$ cat config.mk
export PLATFORM = sky130hd
export DESIGN_NAME = star_mapper_flat
export DESIGN_NICKNAME = d
export VERILOG_FILES = /design/src/rtl/star_pkg.sv /design/src/rtl/star_mapper_if.sv /design/src/rtl/star_mapper_address_translator.sv /design/src/rtl/star_mapper.sv /design/src/flat_wrapper.sv
export SDC_FILE = /design/constraint.sdc
export NUM_CORES = 1
export LEC_CHECK = 0
export CAP_MARGIN = 0
export CORE_MARGIN = 8
export CORE_UTILIZATION = 51
export CTS_BUF_LIST = sky130_fd_sc_hd__clkbuf_8
export CTS_CLUSTER_DIAMETER = 50
export DETAILED_ROUTE_END_ITERATION = 6
export PLACE_DENSITY = 0.78
export SYNTH_ARGS = -nofsm -noshare
export SYNTH_HDL_FRONTEND = slang
export SYNTH_HIERARCHICAL = 1
export SYNTH_SLANG_ARGS = --single-unit
$ cat constraint.sdc
create_clock -name clk -period 2.1 [get_ports clk]
set_input_delay 0.42 -clock clk [delete_from_list [all_inputs] [get_ports clk]]
set_output_delay 0.42 -clock clk [all_outputs]
set_load 0.005 [all_outputs]
$ cat src/rtl/star_pkg.sv
// Shared constants and state encoding for the star mapper.
// Image geometry, coordinate/colour widths, scan radius and brightness threshold.
package star_pkg;

    localparam int XSZ       = 3;
    localparam int YSZ       = 3;
    localparam int ADDRSZ    = 6;
    localparam int COLSZ     = 3;
    localparam int MAX_X     = 6;
    localparam int MAX_Y     = 6;
    localparam int RADIUS    = 2;
    localparam int THRESHOLD = 0;

    typedef enum logic [2:0] {
        ST_IDLE     = 3'd0,
        ST_ROW_INIT = 3'd1,
        ST_READ     = 3'd2,
        ST_WAIT     = 3'd3,
        ST_EVAL     = 3'd4,
        ST_ROW_END  = 3'd5,
        ST_DONE     = 3'd6,
        ST_WAIT_LOW = 3'd7
    } state_e;

endpackage

$ cat src/rtl/star_mapper_if.sv
// Bundle of the scanner handshake and pixel RAM port used by star_mapper.
//   go/seedX/seedY      : request from the findWhite scanner
//   busy/done/box*      : status and measured bounding box back to the scanner
//   memAddr/memRdData   : RAM read port (1-cycle read latency)
//   memWrEn/memWrData   : RAM write port (used to blot bright pixels)
// slave  = the mapper side, master = scanner/RAM side.
interface star_mapper_if;
    import star_pkg::*;

    logic              go;
    logic [XSZ-1:0]    seedX;
    logic [YSZ-1:0]    seedY;
    logic [ADDRSZ-1:0] memAddr;
    logic [COLSZ-1:0]  memRdData;
    logic              memWrEn;
    logic [COLSZ-1:0]  memWrData;
    logic              busy;
    logic              done;
    logic [XSZ-1:0]    boxX;
    logic [YSZ-1:0]    boxY;
    logic [XSZ-1:0]    boxW;
    logic [YSZ-1:0]    boxH;

    modport slave (
        input  go, seedX, seedY, memRdData,
        output memAddr, memWrEn, memWrData, busy, done, boxX, boxY, boxW, boxH
    );

    modport master (
        output go, seedX, seedY, memRdData,
        input  memAddr, memWrEn, memWrData, busy, done, boxX, boxY, boxW, boxH
    );

endinterface

$ cat src/rtl/star_mapper_address_translator.sv
// Maps pixel coordinates to a linear RAM address: addr = y*6 + x,
// built from shifts (y*4 + y*2) so no multiplier is needed.
//   x_i    : column
//   y_i    : row
//   addr_o : RAM address
module address_translator
    import star_pkg::*;
(
    input  logic [XSZ-1:0]    x_i,
    input  logic [YSZ-1:0]    y_i,
    output logic [ADDRSZ-1:0] addr_o
);
    logic [ADDRSZ-1:0] x_w;
    logic [ADDRSZ-1:0] y_w;

    assign x_w    = ADDRSZ'(x_i);
    assign y_w    = ADDRSZ'(y_i);
    assign addr_o = (y_w << 2) + (y_w << 1) + x_w;

endmodule

$ cat src/rtl/star_mapper.sv
// Star mapper: after the scanner reports a bright seed pixel, walks a clamped
// column window row by row from the seed, blots every bright pixel to 0 and
// reports the star's bounding box. Owns the RAM port while busy.
//   clk, resetn : clock and synchronous active-low reset
//   bus (slave) : scanner handshake, box results and RAM port
//
// state    | meaning
// IDLE     | waiting for go; latches seed on accept
// ROW_INIT | start a row at the left window edge
// READ     | present pixel address
// WAIT     | RAM latency; read data sampled here
// EVAL     | blot bright pixel, update extents, step column
// ROW_END  | count row, stop on dark row or last image row
// DONE     | done pulse, box outputs valid
// WAIT_LOW | wait for go to drop before accepting a new request
module star_mapper
    import star_pkg::*;
(
    input  logic         clk,
    input  logic         resetn,
    star_mapper_if.slave bus
);
    localparam logic [XSZ:0]     RAD_W    = (XSZ+1)'(RADIUS);
    localparam logic [XSZ:0]     LAST_X_W = (XSZ+1)'(MAX_X - 1);
    localparam logic [XSZ-1:0]   LAST_X   = XSZ'(MAX_X - 1);
    localparam logic [YSZ-1:0]   LAST_Y   = YSZ'(MAX_Y - 1);
    localparam logic [COLSZ-1:0] THRESH   = COLSZ'(THRESHOLD);

    state_e            state_q;
    logic [XSZ-1:0]    seed_x_q, x_q, min_x_q, max_x_q, box_x_q, box_w_q;
    logic [YSZ-1:0]    seed_y_q, y_q, row_cnt_q, box_y_q, box_h_q;
    logic              row_hit_q, wr_en_q, busy_q, done_q;
    logic [XSZ:0]      seed_x_w, x_plus, x_lo, x_hi;
    logic [YSZ-1:0]    row_cnt_d;
    logic [ADDRSZ-1:0] mem_addr;

    // Window edges are formed one bit wider so seedX-RADIUS cannot wrap
    // and seedX+RADIUS cannot overflow before clamping.
    always_comb begin
        seed_x_w  = {1'b0, seed_x_q};
        x_plus    = seed_x_w + RAD_W;
        x_lo      = (seed_x_w >= RAD_W) ? (seed_x_w - RAD_W) : '0;
        x_hi      = (x_plus > LAST_X_W) ? LAST_X_W : x_plus;
        row_cnt_d = row_cnt_q + {{(YSZ-1){1'b0}}, row_hit_q};
    end

    address_translator u_addr (
        .x_i    (x_q),
        .y_i    (y_q),
        .addr_o (mem_addr)
    );

    always_ff @(posedge clk) begin
        if (!resetn) begin
            state_q   <= ST_IDLE;
            seed_x_q  <= '0;
            seed_y_q  <= '0;
            x_q       <= '0;
            y_q       <= '0;
            min_x_q   <= '0;
            max_x_q   <= '0;
            row_cnt_q <= '0;
            row_hit_q <= 1'b0;
            wr_en_q   <= 1'b0;
            busy_q    <= 1'b0;
            done_q    <= 1'b0;
            box_x_q   <= '0;
            box_y_q   <= '0;
            box_w_q   <= '0;
            box_h_q   <= '0;
        end else begin
            case (state_q)
                ST_IDLE: begin
                    if (bus.go) begin
                        seed_x_q  <= bus.seedX;
                        seed_y_q  <= bus.seedY;
                        y_q       <= bus.seedY;
                        min_x_q   <= LAST_X;
                        max_x_q   <= '0;
                        row_cnt_q <= '0;
                        busy_q    <= 1'b1;
                        state_q   <= ST_ROW_INIT;
                    end
                end
                ST_ROW_INIT: begin
                    x_q       <= x_lo[XSZ-1:0];
                    row_hit_q <= 1'b0;
                    state_q   <= ST_READ;
                end
                ST_READ: begin
                    state_q <= ST_WAIT;
                end
                ST_WAIT: begin
                    // Read data is valid now; registering the decision here
                    // puts the blot write exactly in EVAL at the same address.
                    wr_en_q <= (bus.memRdData > THRESH);
                    state_q <= ST_EVAL;
                end
                ST_EVAL: begin
                    wr_en_q <= 1'b0;
                    if (wr_en_q) begin
                        row_hit_q <= 1'b1;
                        if (x_q < min_x_q) min_x_q <= x_q;
                        if (x_q > max_x_q) max_x_q <= x_q;
                    end
                    if ({1'b0, x_q} < x_hi) begin
                        x_q     <= x_q + XSZ'(1);
                        state_q <= ST_READ;
                    end else begin
                        state_q <= ST_ROW_END;
                    end
                end
                ST_ROW_END: begin
                    row_cnt_q <= row_cnt_d;
                    if (!row_hit_q || (y_q == LAST_Y)) begin
                        done_q  <= 1'b1;
                        box_y_q <= seed_y_q;
                        if (row_cnt_d == '0) begin
                            box_x_q <= seed_x_q;
                            box_w_q <= '0;
                            box_h_q <= '0;
                        end else begin
                            box_x_q <= min_x_q;
                            box_w_q <= max_x_q - min_x_q + XSZ'(1);
                            box_h_q <= row_cnt_d;
                        end
                        state_q <= ST_DONE;
                    end else begin
                        y_q     <= y_q + YSZ'(1);
                        state_q <= ST_ROW_INIT;
                    end
                end
                ST_DONE: begin
                    done_q  <= 1'b0;
                    busy_q  <= 1'b0;
                    state_q <= ST_WAIT_LOW;
                end
                ST_WAIT_LOW: begin
                    if (!bus.go) state_q <= ST_IDLE;
                end
                default: begin
                    state_q <= ST_IDLE;
                end
            endcase
        end
    end

    assign bus.memAddr   = mem_addr;
    assign bus.memWrEn   = wr_en_q;
    assign bus.memWrData = '0;
    assign bus.busy      = busy_q;
    assign bus.done      = done_q;
    assign bus.boxX      = box_x_q;
    assign bus.boxY      = box_y_q;
    assign bus.boxW      = box_w_q;
    assign bus.boxH      = box_h_q;

endmodule
$ cat src/flat_wrapper.sv
// flat-port wrapper written by rule: the top's interface ports become plain ports
module star_mapper_flat import star_pkg::*;
  (clk, resetn, bus_go, bus_seedX, bus_seedY, bus_memRdData, bus_memAddr, bus_memWrEn, bus_memWrData, bus_busy, bus_done, bus_boxX, bus_boxY, bus_boxW, bus_boxH);
  star_mapper_if bus_i ();
  input  logic clk;
  input  logic resetn;
  input wire logic [$bits(bus_i.go)-1:0] bus_go;
  input wire logic [$bits(bus_i.seedX)-1:0] bus_seedX;
  input wire logic [$bits(bus_i.seedY)-1:0] bus_seedY;
  input wire logic [$bits(bus_i.memRdData)-1:0] bus_memRdData;
  output wire logic [$bits(bus_i.memAddr)-1:0] bus_memAddr;
  output wire logic [$bits(bus_i.memWrEn)-1:0] bus_memWrEn;
  output wire logic [$bits(bus_i.memWrData)-1:0] bus_memWrData;
  output wire logic [$bits(bus_i.busy)-1:0] bus_busy;
  output wire logic [$bits(bus_i.done)-1:0] bus_done;
  output wire logic [$bits(bus_i.boxX)-1:0] bus_boxX;
  output wire logic [$bits(bus_i.boxY)-1:0] bus_boxY;
  output wire logic [$bits(bus_i.boxW)-1:0] bus_boxW;
  output wire logic [$bits(bus_i.boxH)-1:0] bus_boxH;
  assign bus_i.go = bus_go;
  assign bus_i.seedX = bus_seedX;
  assign bus_i.seedY = bus_seedY;
  assign bus_i.memRdData = bus_memRdData;
  assign bus_memAddr = bus_i.memAddr;
  assign bus_memWrEn = bus_i.memWrEn;
  assign bus_memWrData = bus_i.memWrData;
  assign bus_busy = bus_i.busy;
  assign bus_done = bus_i.done;
  assign bus_boxX = bus_i.boxX;
  assign bus_boxY = bus_i.boxY;
  assign bus_boxW = bus_i.boxW;
  assign bus_boxH = bus_i.boxH;
  star_mapper u_core (.clk(clk), .resetn(resetn), .bus(bus_i));
endmodule
; ---- Word level (Yosys, flattened, before mapping)
; Cells that the tools add are included.
[totals]
ff_bits = 40
in_bits = 12
out_inout_bits = 24
wordCells = 99
[classes]
addsub = 9
order_cmp = 6
eq_ne = 16
muxes = 31
n_reduce_logical = 21
[ops]
columns = cell, count
row1 = 2-to-1 mux 3 bit, 17
row2 = one-hot mux 3 bit (2 select lines), 5
row3 = one-hot mux 3 bit (8 select lines), 1
row4 = AND reduction 2 bit, 8
row5 = "equality test 3 bit, second input constant", 5
row6 = nonzero test 2 bit, 6
row7 = "!= test 2 x 1 -> 1 bit, second input constant", 5
row8 = "adder 3 x 1 -> 3 bit, second input constant", 3
row9 = one-hot mux 1 bit (2 select lines), 4
row10 = AND reduction 4 bit, 2
row11 = adder 5 x 4 -> 6 bit, 1
row12 = adder 6 x 3 -> 6 bit, 1
row13 = "equality test 3 x 2 -> 1 bit, second input constant", 2
row14 = logical NOT 3 bit, 2
row15 = "!= test 2 bit, second input constant", 3
row16 = "adder 3 x 2 -> 4 bit, second input constant", 1
row17 = "> comparator 4 x 3 -> 1 bit, second input constant", 1
row18 = less-than comparator 3 x 4 -> 1 bit, 1
row19 = 2-to-1 mux 4 bit, 1
row20 = adder 3 x 1 -> 3 bit, 1
row21 = "equality test 3 x 1 -> 1 bit, second input constant", 1
row22 = "greater-or-equal comparator 3 x 2 -> 1 bit, second input constant", 1
row23 = "> comparator 3 x 1 -> 1 bit, second input constant", 1
row24 = > comparator 3 bit, 1
row25 = 7 further kinds, 9

; ---- Depth between registers and ports, before layout
[logic_depth]
word_depth = 6
ltp_mapped = 9
depth_no_buf = 9

; ---- Modules after synthesis
; Netlist, hierarchy kept.
[by_module_without_submodules]
columns = mod, n_inst, cells_each, area_per_inst_um2, seq_area_each_um2
row1 = star_mapper, 1, 273, 2346.0, 800.8
row2 = address_translator, 1, 20, 162.7, 0.0

; ---- Worst setup path after synthesis
; Ideal clock, no wire load.
[synth_timing]
path_type = register to output
startpoint = register u_core.x_q[2]
endpoint = output port bus_memAddr[3]
arrival_ps = 1829
required_ps = 1680
setup_slack_ps = -149
path_stages_with_launch = 8
path_buffers = 0
path_cell_list = dfxtp_1 -> inv_1 -> fa_1 -> inv_1 -> ha_1 -> inv_1 -> fa_1 -> inv_1
[synth_between]
elab_chain_len = 1
[synth_rtl]
columns = item, line_no
row1 = start: declaration, star_mapper.sv:30  ; logic [XSZ-1:0] seed_x_q, x_q, min_x_q, max_x_q, box_x_q, box_w_q;
row2 = start signal: assignment, star_mapper.sv:86  ; x_q <= x_lo[XSZ-1:0];
row3 = start signal: assignment, star_mapper.sv:107  ; x_q <= x_q + XSZ'(1);
row4 = adder 6 x 3 -> 6 bit, star_mapper_address_translator.sv:18  ; assign addr_o = (y_w << 2) + (y_w << 1) + x_w;
row5 = end: declaration, flat_wrapper.sv:11  ; output wire logic [$bits(bus_i.memAddr)-1:0] bus_memAddr;
; No other way between the ends.

; ---- Final worst setup path
[layout_timing]
startpoint = register u_core.y_q[0]
endpoint = output port bus_memAddr[3]
[layout_between]
elab_chain_len = 2
[layout_rtl]
columns = item, line_no
row1 = start: declaration, star_mapper.sv:31  ; logic [YSZ-1:0] seed_y_q, y_q, row_cnt_q, box_y_q, box_h_q;
row2 = start signal: assignment, star_mapper.sv:77  ; y_q <= bus.seedY;
row3 = start signal: assignment, star_mapper.sv:129  ; y_q <= y_q + YSZ'(1);
row4 = adder 5 x 4 -> 6 bit, star_mapper_address_translator.sv:18
row5 = adder 6 x 3 -> 6 bit, star_mapper_address_translator.sv:18
; No other way between the ends.

==> results <==
- The first global-routing pass estimated 9870 um of wire.
- The clock drives 40 sinks.
- The initial utilization of the core area, before any placement, comes to 53.1%.
- The highest ir drop seen on vdd is 0.000458 V.
- The top-level I/O count is 36.
- For this run, the number of Yosys warnings is 6.
- Counting tap cells, the placed design contains a total of 400 instances.
- The vertical extent of the die is 86.1 um.
- After clock tree synthesis, the flow added hold-fix buffers numbering 0.
- The synthesized netlist devotes 20.9% of its cell area to simple gates.
- The required time of the worst setup path is 1680 ps.
- The number of synthesized flops with an enable pin is 0.
- The type of the worst min-delay path is reg -> reg.
- In this run the worst setup path begins at u_core/y_q[0].
- The leakage dissipation is 0.00138 uW.
- After detailed routing, the average wire length per cell comes to 14.4 um.
- The insertion delay of the later-clocked pin in the worst-skew pair is 300 ps.
- The final count of pins violating max slew is 0.
- After synthesis, flip-flops and latches occupy 31.9% of the total area.
- The total power density per cell area is 654 nW/um^2.
- For this run, the total global-route usage over all layers was measured as 16.3%.
- The via-per-instance ratio is 5.47.
- The ratio of cells with drive above 1 in the final layout is 17.8%.
- Dividing the final minimum period by the clock period gives 117%.
- The count of buffers added on input and output ports is 32.
- The slew at the pin with the worst max-slew slack is 519 ps.
- The category of the worst setup path launch point is a flop.
- The post-layout net count is 379.
- In this run the clock root is driven by a sky130_fd_sc_hd__clkbuf_8.
- The critical path's top delay family is adder cells.
- The async set or reset register ratio after synthesis is 0%.
- STA puts the critical path data arrival time at 2040 ps.
- Summing the areas of all fa, ha and maj instances in the mapped netlist gives 13.1% of the synthesized area.
- The number of antenna diodes in the final layout is 0.
- STA classifies the critical path endpoint as a primary output.
- The largest buffer count on any clock path is 2.
- The tool flagged a number of max-cap violations equal to 0.
- Wires add up to 5900 um.
- The signed area change from the synthesized netlist to the final layout is 26.0%.
- In the post-route analysis, the smallest setup slack over all paths is -363 ps.
- The maximum single-stage delay on the critical path is 500 ps.
- The initialized floorplan defines 25 standard-cell rows.
- Summing the areas of all compound-gate instances in the mapped netlist gives 21.0% of the synthesized area.
- The fraction of synthesized area in multiplexers is 3.64%.
- The number of vias in the routed layout is 2241.
- The count of final setup violators is 3.
- Counting distinct cell types in the post-synthesis netlist gives 55.
- After the first detailed-routing iteration, the DRC count stood at 117.
- The die is 86.1 um wide.
- After synthesis, the largest family of logic cells by area is compound AO/OA/AOI/OAI gates.
- The critical path is of the reg -> out type.
- The first-pass iteration count of the detailed router is 4.
- The largest net degree at the start of global routing is 16.
- The run finished, with violations left.
- The critical path goes through inv_2 > fa_1 > inv_2 > ha_4 > inv_2 > fa_2 > inv_1 > buf_2.
- The cell repeated most along the worst path is sky130_fd_sc_hd__inv_2.
- For this run, the share of the core covered by cells in the final layout is 66.9%.
- The worst path in the final design needs a cycle of 2460 ps, including I/O delays and setup.
- TritonCTS built the clock tree.
- The via count of the first global-routing pass is 2179.
- The global placement routability congestion is 0.878.
- Summing every instance area after synthesis gives 2510 um^2.
- Synthesis inferred 40 register bits.
- The final hold violation count is 0.
- On the critical path, the stage with the largest delay is an instance of sky130_fd_sc_hd__fa_2.
- Setup repair after global routing could not meet its margin everywhere.
- The area enclosed by the die boundary is 7420 um^2.
- Synthesis handed over a netlist of 293 instances.
- The post-route clock skew is 6.26 ps.
- The worst reg2reg path startpoint is u_core/seed_x_q[1].
- In this run the number of H-tree levels came out at 2.
- The leftover overflow at the end of global routing is 0.
- The number of standard cells in the layout, taps in and fillers out is 410.
- The filler cells instantiated in the layout total 399.
- The checks that failed: setup timing.
- The TritonCTS buffer count is 5.
- The startpoint identified for the worst hold timing path is u_core/bus.boxY[1].
- The tightest hold path in the finished design has a slack of 463 ps.
- The highest clock rate is 406 MHz.
- The core region is 4720 um^2.
- The remaining routing DRC violations is 0.
- The initial antenna violation count is 0.
- The half-perimeter wire length of the detailed placement result is 4400 um.
- Setup total negative slack on the finished layout was measured at -719 ps.
- The synthesized netlist devotes 1.75% of its cell area to XOR and XNOR gates.
- The count of nets left with antenna violations once routing finished came out at 0.
- For this run, the leading register cell type out of synthesis is sky130_fd_sc_hd__dfxtp_1.
- The highest fanout seen on the critical path is 2.
- The headroom to the max-slew limit is 65.1%.
- The total buffers and inverters traversed by the critical path is 5.
- The post-CTS clock slew at the launch and capture registers of the worst setup and hold paths is 90 ps.
- A synthesized cell averages 8.56 um^2.
through the flow:
step                      total power [uW]  area, um^2  worst slack (ps)
final                                 2070        3160              -363
after global routing                  2180        3160              -423
after CTS                             2050        3130              -402
after detailed placement              1410        3010              -491
after global placement                1400        3010              -436
after floorplan                       1210        2520              7.29
final cells by class:
cell class / instances / area (um^2) / area share [%]
Clock buffer: 5 / 68.8 / 2.18
Clock inverter: 3 / 46.3 / 1.46
Inverter: 22 / 82.6 / 2.61
Multi-Input combinational cell: 214 / 1570 / 49.5
Sequential cell: 40 / 807 / 25.5
Tap cell: 67 / 83.8 / 2.65
Timing Repair Buffer: 59 / 507 / 16.0
placed cells by master (no fill, tap or decap), drive strengths merged, types with 3 or more instances in the layout:
cell            n
inv            23
ha             23
a31oi           3
nor2           15
clkdlybuf4s50  28
buf            31
nor2b          16
and2            4
nand2b          3
a21o            3
o21a            3
clkbuf          5
nor3            5
a21boi          9
mux2i           8
a32o            3
dfxtp          40
o211a           4
o31a            3
a22oi           6
conb            3
o21ai          17
a21oi          15
nand2          28
o211ai          3
or3             3
xnor2           3
nand3           6
nand4           3
cell usage after synthesis (3+ instances only):
cell type                  number  share of area (%)
sky130_fd_sc_hd__a21boi_0       8                2.4
sky130_fd_sc_hd__a21o_1         3               0.90
sky130_fd_sc_hd__a21oi_1       15                3.0
sky130_fd_sc_hd__a22oi_1        6                1.8
sky130_fd_sc_hd__a31oi_1        3               0.75
sky130_fd_sc_hd__a32o_1         3                1.2
sky130_fd_sc_hd__and2_1         4                1.0
sky130_fd_sc_hd__buf_2          3               0.60
sky130_fd_sc_hd__buf_4          4                1.2
sky130_fd_sc_hd__clkbuf_1       9                1.3
sky130_fd_sc_hd__dfxtp_1       40                 32
sky130_fd_sc_hd__ha_1          23                 11
sky130_fd_sc_hd__inv_1         22                3.3
sky130_fd_sc_hd__mux2i_1        8                3.2
sky130_fd_sc_hd__nand2_1       26                3.9
sky130_fd_sc_hd__nand3_1        6                1.2
sky130_fd_sc_hd__nand4_1        3               0.75
sky130_fd_sc_hd__nor2_1        15                2.2
sky130_fd_sc_hd__nor2b_1       16                4.0
sky130_fd_sc_hd__nor3_1         4               0.80
sky130_fd_sc_hd__o211a_1        4                1.6
sky130_fd_sc_hd__o211ai_1       3               0.90
sky130_fd_sc_hd__o21a_1         3               0.90
sky130_fd_sc_hd__o21ai_0       17                3.4
sky130_fd_sc_hd__o31a_1         3                1.0
sky130_fd_sc_hd__or3_1          3               0.75
sky130_fd_sc_hd__xnor2_1        3                1.0
worst paths after layout:
check	to	slack, ps	cells after the start
worst max-delay path	bus_memAddr[3]	-360	8
worst min-delay path	u_core/bus.boxY[1]	460	2
worst max register to register	u_core/state_q[0]	90	9
worst min register to register	u_core/bus.boxY[1]	460	2
cells by family after synthesis:
kind of cell,count (synthesis)
buffers and inverters,41
AND/OR/NAND/NOR,95
adder cells (fa/ha/maj),25
AO/OA/AOI/OAI,77
XOR/XNOR,5
other,1
multiplexers,9
flip-flops,40
repair_timing:
action	4_1_cts	5_1_grt
pin swaps	2	2
endpoints found under the setup margin	4	6
gates resized for setup	21	6
buffers inserted	2	1
metal layers:
metal	vias to the layer above	track usage [%]	part of all wire, %
li1	1121	-	-
met5	-	0	0
met4	0	4.14	0.64
met3	5	3.63	5.7
met2	59	29.0	50
met1	1056	19.2	44
where the power goes:
part	internal (uW)	switching, uW
Clock	358	291
Sequential	801	36.2
Combinational	280	300
tightest hold or removal path, delay by kind of cell (launching register included):
kind	cells	cell delay (ps)
AOI/OAI and AO/OA	1	60
and+or+nand+nor	1	40
DFF	1	310
No activity file was read; power rests on OpenSTA's default activity.
